==> src/rtl/frame_buf_arb_pkg.sv <==
// frame_buf_arb_pkg: arbiter state encodings, requester IDs and the idle-state grant decision.
package frame_buf_arb_pkg;

    typedef enum logic [1:0] {
        ST_IDLE = 2'd0,
        ST_WR0  = 2'd1,
        ST_WR1  = 2'd2,
        ST_RD   = 2'd3
    } state_t;

    typedef enum logic [1:0] {
        ID_CAM0 = 2'd0,
        ID_CAM1 = 2'd1,
        ID_DISP = 2'd2
    } req_id_t;

    // Display read always wins; writers only alternate when both are waiting.
    function automatic state_t next_grant(input logic disp, input logic c0, input logic c1,
                                          input logic rr);
        return disp ? ST_RD :
               (c0 & c1) ? (rr ? ST_WR1 : ST_WR0) :
               c0 ? ST_WR0 :
               c1 ? ST_WR1 : ST_IDLE;
    endfunction

endpackage

==> src/rtl/frame_buf_arb_if.sv <==
// frame_buf_arb_if: requester and RAM-port signals around the frame buffer arbiter.
interface frame_buf_arb_if #(
    parameter int ADDR_W = 24,
    parameter int DATA_W = 32
);
    logic              cam0_req;
    logic [ADDR_W-1:0] cam0_addr;
    logic [DATA_W-1:0] cam0_data;
    logic              cam0_ack;
    logic              cam1_req;
    logic [ADDR_W-1:0] cam1_addr;
    logic [DATA_W-1:0] cam1_data;
    logic              cam1_ack;
    logic              disp_req;
    logic [ADDR_W-1:0] disp_addr;
    logic              disp_ack;
    logic [DATA_W-1:0] disp_data;
    logic              disp_data_valid;
    logic              mem_wr_en;
    logic              mem_rd_en;
    logic [ADDR_W-1:0] mem_wr_addr;
    logic [ADDR_W-1:0] mem_rd_addr;
    logic [DATA_W-1:0] mem_wr_data;
    logic              mem_wr_rdy;
    logic              mem_rd_rdy;
    logic [DATA_W-1:0] mem_rd_data;
    logic              mem_rd_data_valid;

    modport master (
        input  cam0_req, cam0_addr, cam0_data, cam1_req, cam1_addr, cam1_data,
               disp_req, disp_addr, mem_wr_rdy, mem_rd_rdy, mem_rd_data, mem_rd_data_valid,
        output cam0_ack, cam1_ack, disp_ack, disp_data, disp_data_valid,
               mem_wr_en, mem_rd_en, mem_wr_addr, mem_rd_addr, mem_wr_data
    );

    modport slave (
        output cam0_req, cam0_addr, cam0_data, cam1_req, cam1_addr, cam1_data,
               disp_req, disp_addr, mem_wr_rdy, mem_rd_rdy, mem_rd_data, mem_rd_data_valid,
        input  cam0_ack, cam1_ack, disp_ack, disp_data, disp_data_valid,
               mem_wr_en, mem_rd_en, mem_wr_addr, mem_rd_addr, mem_wr_data
    );
endinterface

==> src/rtl/frame_buf_arb_stats.sv <==
// fb_arb_stats: free-running accepted-beat counters for cam0, cam1 and display reads.
module fb_arb_stats (
    input  logic        clk,
    input  logic        reset,
    input  logic        i_wr0,
    input  logic        i_wr1,
    input  logic        i_rd,
    output logic [31:0] o_wr0,
    output logic [31:0] o_wr1,
    output logic [31:0] o_rd
);
    always_ff @(posedge clk) begin
        if (!reset) begin
            o_wr0 <= '0;
            o_wr1 <= '0;
            o_rd  <= '0;
        end else begin
            o_wr0 <= o_wr0 + 32'(i_wr0);
            o_wr1 <= o_wr1 + 32'(i_wr1);
            o_rd  <= o_rd + 32'(i_rd);
        end
    end
endmodule

==> src/rtl/frame_buf_arb.sv <==
// frame_buf_arb: burst arbiter sharing one RAM port between two camera writers and the display reader.
// Define FB_ARB_STATS_EN to add per-requester accepted-beat counters (stat_wr0/stat_wr1/stat_rd).
module frame_buf_arb
    import frame_buf_arb_pkg::*;
#(
    parameter int BURST_LEN = 16,
    parameter int MAX_OUTST = 8
) (
    input  logic            clk,
    input  logic            reset,
    frame_buf_arb_if.master bus
`ifdef FB_ARB_STATS_EN
    ,
    output logic [31:0]     stat_wr0,
    output logic [31:0]     stat_wr1,
    output logic [31:0]     stat_rd
`endif
);
    localparam int BC_W = $clog2(BURST_LEN + 1);
    localparam int OC_W = $clog2(MAX_OUTST + 1);

    state_t          r_state;
    logic            r_rr_ptr;
    logic [BC_W-1:0] r_beat_cnt;
    logic [OC_W-1:0] r_outst;

    logic w_wr0;
    logic w_wr1;
    logic w_rd;
    logic w_req;
    logic w_beat;
    logic w_last;

    // Enables are gated by reset so a beat in flight when reset drops is never acked.
    assign w_wr0  = reset & (r_state == ST_WR0) & bus.cam0_req & bus.mem_wr_rdy;
    assign w_wr1  = reset & (r_state == ST_WR1) & bus.cam1_req & bus.mem_wr_rdy;
    assign w_rd   = reset & (r_state == ST_RD) & bus.disp_req & bus.mem_rd_rdy
                  & (r_outst < OC_W'(MAX_OUTST));
    assign w_req  = (r_state == ST_WR0) ? bus.cam0_req :
                    (r_state == ST_WR1) ? bus.cam1_req :
                    (r_state == ST_RD)  ? bus.disp_req : 1'b0;
    assign w_beat = w_wr0 | w_wr1 | w_rd;
    assign w_last = w_beat & (r_beat_cnt == BC_W'(BURST_LEN - 1));

    assign bus.cam0_ack    = w_wr0;
    assign bus.cam1_ack    = w_wr1;
    assign bus.disp_ack    = w_rd;
    assign bus.mem_wr_en   = w_wr0 | w_wr1;
    assign bus.mem_rd_en   = w_rd;
    assign bus.mem_wr_addr = (r_state == ST_WR1) ? bus.cam1_addr : bus.cam0_addr;
    assign bus.mem_wr_data = (r_state == ST_WR1) ? bus.cam1_data : bus.cam0_data;
    assign bus.mem_rd_addr = bus.disp_addr;

    always_ff @(posedge clk) begin
        if (!reset) begin
            r_state    <= ST_IDLE;
            r_rr_ptr   <= 1'b0;
            r_beat_cnt <= '0;
        end else if (r_state == ST_IDLE) begin
            r_state <= next_grant(bus.disp_req, bus.cam0_req, bus.cam1_req, r_rr_ptr);
        end else if (w_last | ~w_req) begin
            r_state    <= ST_IDLE;
            r_beat_cnt <= '0;
            r_rr_ptr   <= (r_state == ST_WR0) ? 1'b1 : (r_state == ST_WR1) ? 1'b0 : r_rr_ptr;
        end else if (w_beat) begin
            r_beat_cnt <= r_beat_cnt + 1'b1;
        end
    end

    // Returns with nothing outstanding (stale after reset) still forward but do not count.
    always_ff @(posedge clk) begin
        if (!reset) begin
            r_outst <= '0;
        end else if (w_rd & ~bus.mem_rd_data_valid) begin
            r_outst <= r_outst + 1'b1;
        end else if (~w_rd & bus.mem_rd_data_valid & (r_outst != '0)) begin
            r_outst <= r_outst - 1'b1;
        end
    end

    always_ff @(posedge clk) begin
        if (!reset) begin
            bus.disp_data       <= '0;
            bus.disp_data_valid <= 1'b0;
        end else begin
            bus.disp_data       <= bus.mem_rd_data;
            bus.disp_data_valid <= bus.mem_rd_data_valid;
        end
    end

`ifdef FB_ARB_STATS_EN
    fb_arb_stats u_stats (
        .clk   (clk),
        .reset (reset),
        .i_wr0 (w_wr0),
        .i_wr1 (w_wr1),
        .i_rd  (w_rd),
        .o_wr0 (stat_wr0),
        .o_wr1 (stat_wr1),
        .o_rd  (stat_rd)
    );
`endif

endmodule

==> src/flat_wrapper.sv <==
// flat-port wrapper written by rule: the top's interface ports become plain ports
module frame_buf_arb_flat import frame_buf_arb_pkg::*;
#(
    parameter int BURST_LEN = 16,
    parameter int MAX_OUTST = 8
)
  (clk, reset, bus_cam0_req, bus_cam0_addr, bus_cam0_data, bus_cam1_req, bus_cam1_addr, bus_cam1_data, bus_disp_req, bus_disp_addr, bus_mem_wr_rdy, bus_mem_rd_rdy, bus_mem_rd_data, bus_mem_rd_data_valid, bus_cam0_ack, bus_cam1_ack, bus_disp_ack, bus_disp_data, bus_disp_data_valid, bus_mem_wr_en, bus_mem_rd_en, bus_mem_wr_addr, bus_mem_rd_addr, bus_mem_wr_data);
  frame_buf_arb_if #(.ADDR_W(24), .DATA_W(32)) bus_i ();
  input  logic clk;
  input  logic reset;
  input wire logic [$bits(bus_i.cam0_req)-1:0] bus_cam0_req;
  input wire logic [$bits(bus_i.cam0_addr)-1:0] bus_cam0_addr;
  input wire logic [$bits(bus_i.cam0_data)-1:0] bus_cam0_data;
  input wire logic [$bits(bus_i.cam1_req)-1:0] bus_cam1_req;
  input wire logic [$bits(bus_i.cam1_addr)-1:0] bus_cam1_addr;
  input wire logic [$bits(bus_i.cam1_data)-1:0] bus_cam1_data;
  input wire logic [$bits(bus_i.disp_req)-1:0] bus_disp_req;
  input wire logic [$bits(bus_i.disp_addr)-1:0] bus_disp_addr;
  input wire logic [$bits(bus_i.mem_wr_rdy)-1:0] bus_mem_wr_rdy;
  input wire logic [$bits(bus_i.mem_rd_rdy)-1:0] bus_mem_rd_rdy;
  input wire logic [$bits(bus_i.mem_rd_data)-1:0] bus_mem_rd_data;
  input wire logic [$bits(bus_i.mem_rd_data_valid)-1:0] bus_mem_rd_data_valid;
  output wire logic [$bits(bus_i.cam0_ack)-1:0] bus_cam0_ack;
  output wire logic [$bits(bus_i.cam1_ack)-1:0] bus_cam1_ack;
  output wire logic [$bits(bus_i.disp_ack)-1:0] bus_disp_ack;
  output wire logic [$bits(bus_i.disp_data)-1:0] bus_disp_data;
  output wire logic [$bits(bus_i.disp_data_valid)-1:0] bus_disp_data_valid;
  output wire logic [$bits(bus_i.mem_wr_en)-1:0] bus_mem_wr_en;
  output wire logic [$bits(bus_i.mem_rd_en)-1:0] bus_mem_rd_en;
  output wire logic [$bits(bus_i.mem_wr_addr)-1:0] bus_mem_wr_addr;
  output wire logic [$bits(bus_i.mem_rd_addr)-1:0] bus_mem_rd_addr;
  output wire logic [$bits(bus_i.mem_wr_data)-1:0] bus_mem_wr_data;
  assign bus_i.cam0_req = bus_cam0_req;
  assign bus_i.cam0_addr = bus_cam0_addr;
  assign bus_i.cam0_data = bus_cam0_data;
  assign bus_i.cam1_req = bus_cam1_req;
  assign bus_i.cam1_addr = bus_cam1_addr;
  assign bus_i.cam1_data = bus_cam1_data;
  assign bus_i.disp_req = bus_disp_req;
  assign bus_i.disp_addr = bus_disp_addr;
  assign bus_i.mem_wr_rdy = bus_mem_wr_rdy;
  assign bus_i.mem_rd_rdy = bus_mem_rd_rdy;
  assign bus_i.mem_rd_data = bus_mem_rd_data;
  assign bus_i.mem_rd_data_valid = bus_mem_rd_data_valid;
  assign bus_cam0_ack = bus_i.cam0_ack;
  assign bus_cam1_ack = bus_i.cam1_ack;
  assign bus_disp_ack = bus_i.disp_ack;
  assign bus_disp_data = bus_i.disp_data;
  assign bus_disp_data_valid = bus_i.disp_data_valid;
  assign bus_mem_wr_en = bus_i.mem_wr_en;
  assign bus_mem_rd_en = bus_i.mem_rd_en;
  assign bus_mem_wr_addr = bus_i.mem_wr_addr;
  assign bus_mem_rd_addr = bus_i.mem_rd_addr;
  assign bus_mem_wr_data = bus_i.mem_wr_data;
  frame_buf_arb #(.BURST_LEN(BURST_LEN), .MAX_OUTST(MAX_OUTST)) u_core (.clk(clk), .reset(reset), .bus(bus_i));
endmodule
==> config.mk <==
export PLATFORM = sky130hd
export DESIGN_NAME = frame_buf_arb_flat
export DESIGN_NICKNAME = d
export VERILOG_FILES = /design/src/rtl/frame_buf_arb_pkg.sv /design/src/rtl/frame_buf_arb_if.sv /design/src/rtl/frame_buf_arb_stats.sv /design/src/rtl/frame_buf_arb.sv /design/src/flat_wrapper.sv
export SDC_FILE = /design/constraint.sdc
export NUM_CORES = 1
export LEC_CHECK = 0
export BUFFER_PORTS_ARGS = -buffer_cell sky130_fd_sc_hd__buf_4
export CAP_MARGIN = 40
export CORE_AREA = 2 2 116 118
export CTS_CLUSTER_DIAMETER = 40
export DETAILED_ROUTE_END_ITERATION = 12
export DIE_AREA = 0 0 118 120
export MAX_ROUTING_LAYER = met4
export PLACE_DENSITY = 0.59
export RECOVER_POWER = 100
export REMOVE_ABC_BUFFERS = 1
export SETUP_SLACK_MARGIN = 0.02
export SLEW_MARGIN = 10
export SYNTH_ARGS = -nofsm -noshare
export SYNTH_HDL_FRONTEND = slang
export SYNTH_SLANG_ARGS = --single-unit
export TNS_END_PERCENT = 5
==> constraint.sdc <==
create_clock -name clk -period 1.84 [get_ports clk]
set_input_delay 0.552 -clock clk [delete_from_list [all_inputs] [get_ports clk]]
set_output_delay 0.552 -clock clk [all_outputs]
set_load 0.05 [all_outputs]
# == After elaboration in Yosys (flattened, before gate mapping) ==
# Index checks and enable logic that the tools add are counted.
# W data, S select, Z words.
# classes
bitwise_logic,22
mul,0
order_cmp,1
div,0
mux,18
addsub,3
reduce_logical,8
shift,0
eq_ne,4
# ops
operator,n
$mux W32,1
$mux W24,1
$and A1 B1 Y1,15
$mux W2,7
$mux W5,2
$mux W4,2
$reduce_bool A2 Y1,4
$add A5 B1 Y5 const B,1
$eq A5 B4 Y1 const B,1
$mux W1,5
$add A4 B1 Y4 const B,1
$eq A2 B2 Y1 const B,2
$lt A4 B4 Y1 const B,1
$not A1 Y1,4
$reduce_bool A4 Y1,1
$sub A4 B1 Y4 const B,1
$or A1 B1 Y1,3
$reduce_and A3 Y1,1
$eq A2 B1 Y1 const B,1
$logic_not A2 Y1,1
$reduce_and A2 Y1,1
# totals
ramBits,0
elab_cells,62
ff_bits,45
romBits,0
mem_count,0
latch_bits,0

# == Logic depth before layout (Yosys ltp) ==
# Gate-level depths: netlist of run 1.
# logic_depth
depth_word,10
mapped_depth,8
depth_no_buf,8

# == Worst setup path after synthesis of run 1 ==
# No wires, ideal clock.
# synth_path
kind,register to output
from,register u_core.r_state[0]
to,output bus_mem_rd_en
n_path_buf,1
arrival_time_ns,1.801
path_stages_with_launch,5
slack_ns,-0.513
path_cell_list,dfxtp_1 -> ha_1 -> nand4b_1 -> nor2_1 -> buf_4
# synth_between
elab_chain_cells,5
# synth_lines
element,line,source
"start, declared",frame_buf_arb.sv:22,state_t r_state;
"start signal, assigned",frame_buf_arb.sv:60,"r_state <= next_grant(bus.disp_req, bus.cam0_req, bus.cam1_req, r_rr_ptr);"
$eq A2 B2 Y1,frame_buf_arb.sv:37,assign w_rd = reset & (r_state == ST_RD) & bus.disp_req & bus.mem_rd_rdy
$and A1 B1 Y1 (3 in a row),frame_buf_arb.sv:37,
$and A1 B1 Y1,frame_buf_arb.sv:38,& (r_outst < OC_W'(MAX_OUTST));
"end, declared",flat_wrapper.sv:29,output wire logic [$bits(bus_i.mem_rd_en)-1:0] bus_mem_rd_en;
# Every way passes these cells.

# == Final worst setup path of run 1 ==
# layout_path
from,register u_core.r_state[0]
to,output bus_mem_wr_addr[23]
# layout_between
elab_chain_cells,2
# layout_lines
element,line,source
$eq A2 B2 Y1,frame_buf_arb.sv:50,assign bus.mem_wr_addr = (r_state == ST_WR1) ? bus.cam1_addr : bus.cam0_addr;
$mux W24,frame_buf_arb.sv:50,
"end, declared",flat_wrapper.sv:30,output wire logic [$bits(bus_i.mem_wr_addr)-1:0] bus_mem_wr_addr;
# Every way passes these cells.

==> flow_metrics.tcl, run 1 <==
set metrics [dict create \
    status "complete, but fails checks" \
    violations "negative setup slack" \
    wl_um 11000 \
    tightest_slew_ns 0.659 \
    root_buffer "clkbuf_16" \
    grt_max_degree 32 \
    worst_path_max_delay_cell "mux2_2" \
    finalHoldViolations 0 \
    whs_ns 0.469 \
    num-nets-final 680 \
    dp_cells 655 \
    synth_top_area_cell "dfxtp_1" \
    fin_cells 672 \
    multiInputGateArea_um2 1520 \
    num_vias 2780 \
    drt-vias-per-instance 4.14 \
    peakVddDrop_v 0.000437 \
    seq_area_frac_synth 0.349 \
    clockBufferDepth 2 \
    insertion_delay_ns 0.28 \
    cp_common_cell "buf_12" \
    cts_hold_buf 0 \
    min_period_ns 2.16 \
    route.top_layer_used "met4" \
    cp.arrival_ns 1.61 \
    cp_cell_sequence "inv_2 -> ha_4 -> buf_12 -> buf_12 -> mux2_2 -> buf_6" \
    ios 294 \
    postRouteAntennaNets 0 \
    intPower_w 0.00286 \
    hold_path_class "input pin to flip-flop" \
    max_slew_margin 0.563 \
    synth_top_area_frac 0.349 \
    post_dp_cell_area_um2 4580 \
    critPathLaunchType "flip-flop" \
    syn_to_final_growth_pct 98.5 \
    gp_congestion 0.864 \
    cap_violations 0 \
    initial_utilization 0.199 \
    wl_met3_um 1020 \
    die_w_um 118 \
    final_area_um2 5120 \
    syn_area_per_cell_um2 10.3 \
    slew_viol_final 0 \
    core_um2 13000 \
    std_cell_rows 42 \
    p_per_area_nw_per_um2 941 \
    setup_slack_ns -0.320 \
    yosys_warnings 0 \
    cpPeakStageDelay_ns 0.36 \
    syn_area_um2 2580 \
    drt_iter0_markers 91 \
    tritoncts "built" \
    drc 0 \
    firstDrtPassIters 4 \
    power_frac_seq 0.235 \
    h-tree-depth 2 \
    worstSetupPathType "flip-flop to output port" \
    combPwrFrac 0.580 \
    io_buffers 245 \
    die_h_um 120 \
    fin_skew_ns 0.00514 \
    regArea_um2 906 \
    max_freq_mhz 463 \
    postLayoutCoreUtil 0.395 \
    grt_usage 0.145 \
    crit_fanout 11 \
    setup.worst_path.end_class "output port" \
    dpl.hpwl_um 8890 \
    synth.area.top_cells "dfxtp_1 (35%), mux2_2 (24%), and2_1 (8.0%), buf_4 (7.3%), ha_1 (3.9%)" \
    wl_met2_um 5800 \
    rsz0062_at_grt "true" \
    cts.clk_slew.worst_paths_ns 0.07 \
    wl_met1_um 4070 \
    cts-buffers-inserted 5 \
    syn-instance-count 250 \
    grt_antenna_before_repair 0 \
    grt_pass1_vias 2837 \
    grt_pass1_wl_um 15400 \
    drive_gt1_frac 0.669 \
    cts.sinks 45 \
    power_switching_w 0.00195 \
    design.die.area_um2 14200 \
    ys_ff_latch 45 \
    leakage_nw 2.33 \
    setup_viol 68 \
    clkPwrFrac 0.185 \
    required_ns 1.29 \
    fin_crit_sh 1.17 \
    wl_per_cell_um 16.3 \
    ys_types 43 \
    diodes 0 \
    switching_share 0.406 \
    fillCellCount 1363 \
    gr-total-overflow 0 \
]
[cells by family after synthesis]
logic type | synth area share
xor gates and xnor gates | 0.00679
AOI/OAI and AO/OA | 0.0849
buffers and inverters | 0.108
adders and majority gates | 0.0466
DFF | 0.349
muxes | 0.256
and+or+nand+nor | 0.149
[metal layers]
metal | up-vias | GRT usage
li1 | 1328 | -
met1 | 1262 | 0.155
met2 | 182 | 0.263
met3 | 8 | 0.0523
met4 | 0 | 0.0241
met5 | - | -
[registers in the layout, indices dropped and copies added, names as in the netlist]
name and cells:
u_core.r_state 2, u_core.bus.disp_data 32, u_core.r_outst 4, u_core.r_rr_ptr 1, u_core.bus.disp_data_valid 1, u_core.r_beat_cnt 5
[Yosys cell counts]
cell type	count
a211oi_2	1
a21boi_0	1
a21o_1	1
a21oi_1	4
a21oi_4	2
a22oi_1	1
a311oi_1	1
a31oi_1	1
and2_1	33
and3_1	2
buf_2	5
buf_4	25
buf_6	1
clkbuf_1	5
clkbuf_2	1
dfxtp_1	45
fa_1	1
ha_1	8
inv_1	6
inv_2	2
mux2_2	56
mux2i_1	3
nand2_1	6
nand2b_1	3
nand3_1	2
nand3b_1	1
nand3b_4	1
nand4b_1	1
nor2_1	9
nor2b_1	1
nor3_1	2
nor3_2	1
o21a_1	2
o21ai_0	4
o22a_2	1
o22ai_1	2
o22ai_2	1
o2bb2ai_2	2
o31ai_1	1
o41ai_1	1
or3_1	1
or3_4	1
xor2_1	2
[layout by cell type (no fill, tap or decap), types with 3 or more instances in the layout]
cell type	netlist	routed
inv_2	2	3
nor2_1	9	5
ha_1	8	5
nor2_2	0	3
and2_0	0	15
buf_12	0	4
clkbuf_16	0	8
and2_1	33	18
o21ai_0	4	4
nand2_1	6	6
inv_1	6	5
clkbuf_1	5	35
nand2b_1	3	3
dfxtp_1	45	43
mux2_2	56	44
a21oi_1	4	3
mux2_4	0	12
mux2i_1	3	3
buf_4	25	168
buf_6	1	61
[power groups by stage]
stage / Combinational, W / Clock, W / Sequential (W)
after CTS: 0.00265 / 0.000927 / 0.00113
after global placement: 0.00240 / 0 / 0.00114
after global routing: 0.00294 / 0.000967 / 0.00114
after floorplan: 0.00140 / 0 / 0.00127
after detailed placement: 0.00243 / 0 / 0.00115
final: 0.00279 / 0.000892 / 0.00113
[layout make-up]
cell class / count / share of cell area
Clock buffer: 5 / 0.0244
Inverter: 8 / 0.00586
Multi-Input combinational cell: 160 / 0.296
Clock inverter: 3 / 0.00489
Tap cell: 176 / 0.0430
Timing Repair Buffer: 275 / 0.449
Sequential cell: 45 / 0.177
[critical path: cells and delay by family, from the launching register on]
kind                       cells  cell delay (ns)
adders and majority gates      1             0.15
buffers and inverters          4             0.49
DFF                            1             0.32
muxes                          1             0.36
[timing repair]
action | in CTS | in global routing
resized for setup | 70 | 26
setup endpoints to repair | 73 | 73
buffers inserted | 0 | 3
gates cloned | 1 | 5
pin swaps | 3 | 5
[worst paths after layout]
kind / start / endpoint / slack [ns] / depth (start not counted)
setup / recovery: u_core.r_state[0] / bus_mem_wr_addr[23] / -0.32 / 6
hold / removal: bus_mem_rd_data[4] / u_core.bus.disp_data[4] / 0.47 / 2
setup reg to reg: u_core.r_state[0] / u_core.r_outst[3] / -0.11 / 9
hold reg to reg: u_core.r_beat_cnt[3] / u_core.r_beat_cnt[3] / 0.47 / 1
[through the flow]
step	TNS (ns)	total power, W	worst slack, ns
CTS	-20.93	0.00471	-0.395
detailed placement	-7.67	0.00357	-0.170
global placement	-5.75	0.00354	-0.151
finish	-17.84	0.00482	-0.320
global route	-22.06	0.00505	-0.368
floorplan	-79.00	0.00267	-1.49
Power figures use the tool's default switching activity.
==> run 2: changes to the inputs <==
ABC_AREA = 0   (was not set)
PLACE_DENSITY = not set   (was 0.59)
PLACE_DENSITY_LB_ADDON = 0.08   (was not set)
==> run 2 against run 1 <==
Against the previous run:
- combinational power increased by 3%
- clock skew is 0.0032 ns lower
- register-to-register slack got worse by 0.03 ns
- first-iteration DRC count is 57% lower
- critical path type unchanged
- non-clock buffer count is 6 higher
- the flow still finishes with violations (negative setup slack)
- highest routed layer unchanged
- sequential cell count is the same
==> flow_metrics.tcl, run 2 (synthesized netlist as in run 1, its figures left out) <==
set metrics [dict create \
    tritoncts "built" \
    largest_registers "u_core.bus.disp_data: 32 flops, u_core.r_beat_cnt: 5 flops, u_core.r_outst: 4 flops" \
    whs_ns 0.473 \
    rr_startpoint "u_core.r_state[0]" \
    root_buffer "clkbuf_16" \
    largest_reg_flops 32 \
    grt.met2_usage 0.252 \
    regArea_um2 903 \
    postLayoutCoreUtil 0.406 \
    worst_path_max_delay_cell "mux2_2" \
    core_um2 13000 \
    grt_usage 0.139 \
    violations "negative setup slack" \
    cp_cell_sequence "inv_2 -> ha_4 -> buf_4 -> buf_12 -> mux2_2 -> buf_6" \
    finalPower_w 0.00499 \
    fin_crit_sh 1.17 \
    wl_per_cell_um 15.0 \
    post_dp_cell_area_um2 4600 \
    switching_share 0.385 \
    clockBufferDepth 2 \
    h-tree-depth 2 \
    rsz0062_at_grt "true" \
    grt_antenna_before_repair 0 \
    syn_to_final_growth_pct 104 \
    grt_pass1_wl_um 14800 \
    drt_iter0_markers 39 \
    use_met3 0.0599 \
    multiInputGateArea_um2 1540 \
    hold_start "bus_mem_rd_data[12]" \
    cp.arrival_ns 1.60 \
    setup_viol 68 \
    die_h_um 120 \
    intPower_w 0.00307 \
    design.die.area_um2 14200 \
    grt_pass1_vias 2848 \
    insertion_delay_ns 0.28 \
    ios 294 \
    die_w_um 118 \
    cap_violations 0 \
    num_vias 2733 \
    drc 0 \
    slew_viol_final 0 \
    fillCellCount 1392 \
    drive_gt1_frac 0.663 \
    wl_um 10200 \
    gp_congestion 0.771 \
    finalHoldViolations 0 \
    worstSetupStartpoint "u_core.r_state[0]" \
    max_freq_mhz 464 \
    clkPwrFrac 0.198 \
    postRouteAntennaNets 0 \
    status "complete, but fails checks" \
    leakage_nw 2.43 \
    diodes 0 \
    power_switching_w 0.00192 \
    setup_slack_ns -0.316 \
    setup.worst_path.end_class "output port" \
    cts.sinks 45 \
    layout_common_cells "buf_4 (172), dfxtp_1 (43), buf_6 (42), clkbuf_1 (36), mux2_2 (33)" \
    tightest_slew_ns 0.625 \
    max_slew_margin 0.585 \
    worstSetupPathType "flip-flop to output port" \
    combPwrFrac 0.575 \
    drt-vias-per-instance 4.04 \
    fin_tns_setup_ns -18.72 \
    std_cell_rows 42 \
    num-nets-final 686 \
    p_per_area_nw_per_um2 947 \
    fin_skew_ns 0.00193 \
    grt_max_degree 17 \
    critPathLaunchType "flip-flop" \
    dpl.hpwl_um 8310 \
    peakVddDrop_v 0.000488 \
    initial_utilization 0.199 \
    min_period_ns 2.16 \
    cts-buffers-inserted 5 \
    use_met1 0.141 \
    grt-busiest-layer "met2" \
    registers.top_by_ff_count "u_core.bus.disp_data" \
    cts.clk_slew.worst_paths_ns 0.06 \
    cpPeakStageDelay_ns 0.36 \
    io_buffers 245 \
    firstDrtPassIters 4 \
    gr-total-overflow 0 \
    crit_fanout 8 \
    hold_path_class "input pin to flip-flop" \
    required_ns 1.29 \
    final_common_cell "buf_4" \
    power_frac_seq 0.226 \
    final_area_um2 5270 \
]
==> run 2: changes by cell type in the layout (fill, tap and decap cells not counted), sizes merged <==
cell	change
buf	+7
bufinv	+1
clkbuf	-1
clkinvlp	-1
inv	-1
==> run 2: critical path, delay by kind of cell (launching register included) <==
kind | cells | cell delay [ns]
buffers and inverters | 4 | 0.47
multiplexers | 1 | 0.36
adder cells (fa/ha/maj) | 1 | 0.16
flip-flops | 1 | 0.33
==> run 2: cell type report <==
class,count,share of cell area
flip-flops and latches,45,0.171
clock inverters,2,0.00664
inverters,8,0.00570
multi-input cells,160,0.292
well taps,176,0.0418
clock buffers,5,0.0237
repair buffers,281,0.458
==> run 2: final timing paths <==
| kind | to | slack (ns) | cells after the start |
|---|---|---|---|
| hold / removal | u_core.bus.disp_data[12] | 0.47 | 2 |
| setup reg to reg | u_core.r_beat_cnt[0] | -0.14 | 10 |
| setup / recovery | bus_mem_wr_addr[22] | -0.32 | 6 |
| hold reg to reg | u_core.r_beat_cnt[3] | 0.48 | 1 |
==> run 2: routing by layer <==
layer	vias up	part of all wire	routed length, µm
met5	-	0	0
met4	0	0.0058	59
met3	6	0.11	1100
met2	173	0.53	5400
met1	1225	0.35	3600
li1	1329	-	-
==> run 2: per-stage QoR <==
step / std cells / setup WS (ns)
floorplan: 213 / -1.49
global route: 677 / -0.373
global placement: 660 / -0.112
finish: 677 / -0.316
detailed placement: 660 / -0.138
CTS: 675 / -0.344
==> run 2: power by group through the flow <==
stage | logic [W] | clock network (W) | registers [W]
after floorplan | 0.00140 | 0 | 0.00127
after global placement | 0.00240 | 0 | 0.00115
after detailed placement | 0.00240 | 0 | 0.00115
after CTS | 0.00281 | 0.00104 | 0.00113
after global routing | 0.00302 | 0.00107 | 0.00114
final | 0.00287 | 0.000989 | 0.00113
==> run 2: repair_timing <==
| action | 4_1_cts | 5_1_grt |
|---|---|---|
| buffers inserted | 5 | 1 |
| cloned | 3 | 1 |
| resized for setup | 97 | 37 |
| endpoints found under the setup margin | 72 | 73 |
| pin swaps | 1 | 2 |
| hold buffers | 0 | 0 |
| endpoints found under the hold margin | 0 | 0 |
==> run 3: changes to the inputs <==
PLACE_DENSITY_LB_ADDON = not set   (was 0.08)
==> run 3 against run 2 <==
Against the previous run:
- the run still ends with negative setup slack left
- power fell by 3.4%
- combinational power fell by 2%
- die area did not move
- global-route usage rose by 0.48 points
- critical endpoint is now bus_mem_wr_addr[21]
- largest cell class unchanged
==> flow_metrics.tcl, run 3 (synthesized netlist as in run 1, its figures left out) <==
set metrics [dict create \
    status "complete, but fails checks" \
    violations "negative setup slack" \
    fillCellCount 1300 \
    fin_crit_sh 1.18 \
    tightest_slew_ns 1.12 \
    firstDrtPassIters 4 \
    hold_path_class "input pin to flip-flop" \
    design.die.area_um2 14200 \
    num-nets-final 678 \
    postRouteAntennaNets 0 \
    registers.top_by_ff_count "u_core.bus.disp_data" \
    fin_tns_setup_ns -18.59 \
    critPathLaunchType "flip-flop" \
    setup_viol 68 \
    grt_usage 0.144 \
    min_period_ns 2.18 \
    die_h_um 120 \
    dp_slack_ns -0.169 \
    largest_registers "u_core.bus.disp_data: 32 flops, u_core.r_beat_cnt: 5 flops, u_core.r_outst: 4 flops" \
    regArea_um2 903 \
    grt_max_degree 35 \
    diodes 0 \
    wl_per_cell_um 16.3 \
    root_buffer "clkbuf_16" \
    cpLargestDelayFamily "buffers and inverters" \
    finalHoldViolations 0 \
    rsz0062_at_grt "true" \
    multiInputGateArea_um2 1520 \
    grt.met2_usage 0.272 \
    peakVddDrop_v 0.000490 \
    p_per_area_nw_per_um2 937 \
    cp.arrival_ns 1.62 \
    cap_violations 0 \
    crit_fanout 6 \
    ios 294 \
    drt_iter0_markers 44 \
    worstSetupPathType "flip-flop to output port" \
    leakage_nw 2.33 \
    cts.clk_slew.worst_paths_ns 0.07 \
    num_vias 2774 \
    core_um2 13000 \
    fin_cells 670 \
    die_w_um 118 \
    crit_buf_inv 4 \
    largest_reg_flops 32 \
    cp_cell_sequence "inv_2 -> ha_4 -> buf_12 -> clkbuf_16 -> mux2_2 -> buf_6" \
    gp_congestion 0.817 \
    cpPeakStageDelay_ns 0.34 \
    grt-busiest-layer "met2" \
    layout_common_cells "buf_4 (166), buf_6 (57), mux2_2 (43), dfxtp_1 (43), clkbuf_1 (35)" \
    final_common_cell "buf_4" \
    post_dp_cell_area_um2 4570 \
    dp_cells 653 \
    h-tree-depth 2 \
    grt_antenna_before_repair 0 \
    fin_skew_ns 0.00622 \
    drive_gt1_frac 0.666 \
    tritoncts "built" \
    clockBufferDepth 2 \
    cts-buffers-inserted 5 \
    max_freq_mhz 460 \
    initial_utilization 0.199 \
    std_cell_rows 42 \
    setup_slack_ns -0.335 \
    required_ns 1.29 \
    use_met3 0.0518 \
    io_buffers 245 \
    setup.worst_path.end_class "output port" \
    dpl.hpwl_um 8990 \
    drt-vias-per-instance 4.14 \
    cts.sinks 45 \
    grt_pass1_vias 2816 \
    syn_to_final_growth_pct 99.4 \
    max_slew_margin 0.255 \
    gr-total-overflow 0 \
    slew_viol_final 0 \
    wl_um 10900 \
    worst_path_max_delay_cell "mux2_2" \
    finalPower_w 0.00482 \
    final_area_um2 5140 \
    use_met1 0.140 \
    drc 0 \
    insertion_delay_ns 0.28 \
    grt_pass1_wl_um 15200 \
]
run 3: area by class of cell:
class | instances | area share
well taps | 176 | 0.0428
inverters | 8 | 0.00584
flip-flops and latches | 45 | 0.176
multi-input cells | 160 | 0.296
repair buffers | 273 | 0.451
clock inverters | 3 | 0.00413
clock buffers | 5 | 0.0243
run 3: what timing repair did:
item | in CTS | in global routing
setup endpoints to repair | 70 | 73
gates resized for setup | 78 | 20
hold buffers | 0 | 0
buffers inserted | 0 | 3
pin swaps | 3 | 3
gates cloned | 1 | 5
run 3: worst paths after layout:
check | from | endpoint | slack, ns | cells after the start
setup / recovery | u_core.r_state[0] | bus_mem_wr_addr[21] | -0.34 | 6
hold / removal | bus_mem_rd_data[22] | u_core.bus.disp_data[22] | 0.47 | 2
setup reg to reg | u_core.r_state[0] | u_core.r_outst[3] | -0.11 | 9
hold reg to reg | u_core.r_beat_cnt[4] | u_core.r_beat_cnt[4] | 0.48 | 2
run 3: power breakdown:
group	leakage, nW	switching, W	internal [W]
Sequential	0.373	0.0000715	0.00107
Clock	0.0702	0.000371	0.000505
Combinational	1.88	0.00150	0.00131
Total	2.33	0.00195	0.00288
run 3: metal layers:
metal / part of all wire / up-vias
met5: 0 / -
met4: 0.018 / 0
met3: 0.092 / 12
met2: 0.54 / 186
met1: 0.35 / 1261
li1: - / 1315
run 3: per-stage QoR:
step / hold WS [ns] / utilization
finish: 0.469 / 0.396
global route: 0.471 / 0.396
CTS: 0.466 / 0.389
detailed placement: 0.463 / 0.352
global placement: 0.462 / 0.352
floorplan: 0.449 / -
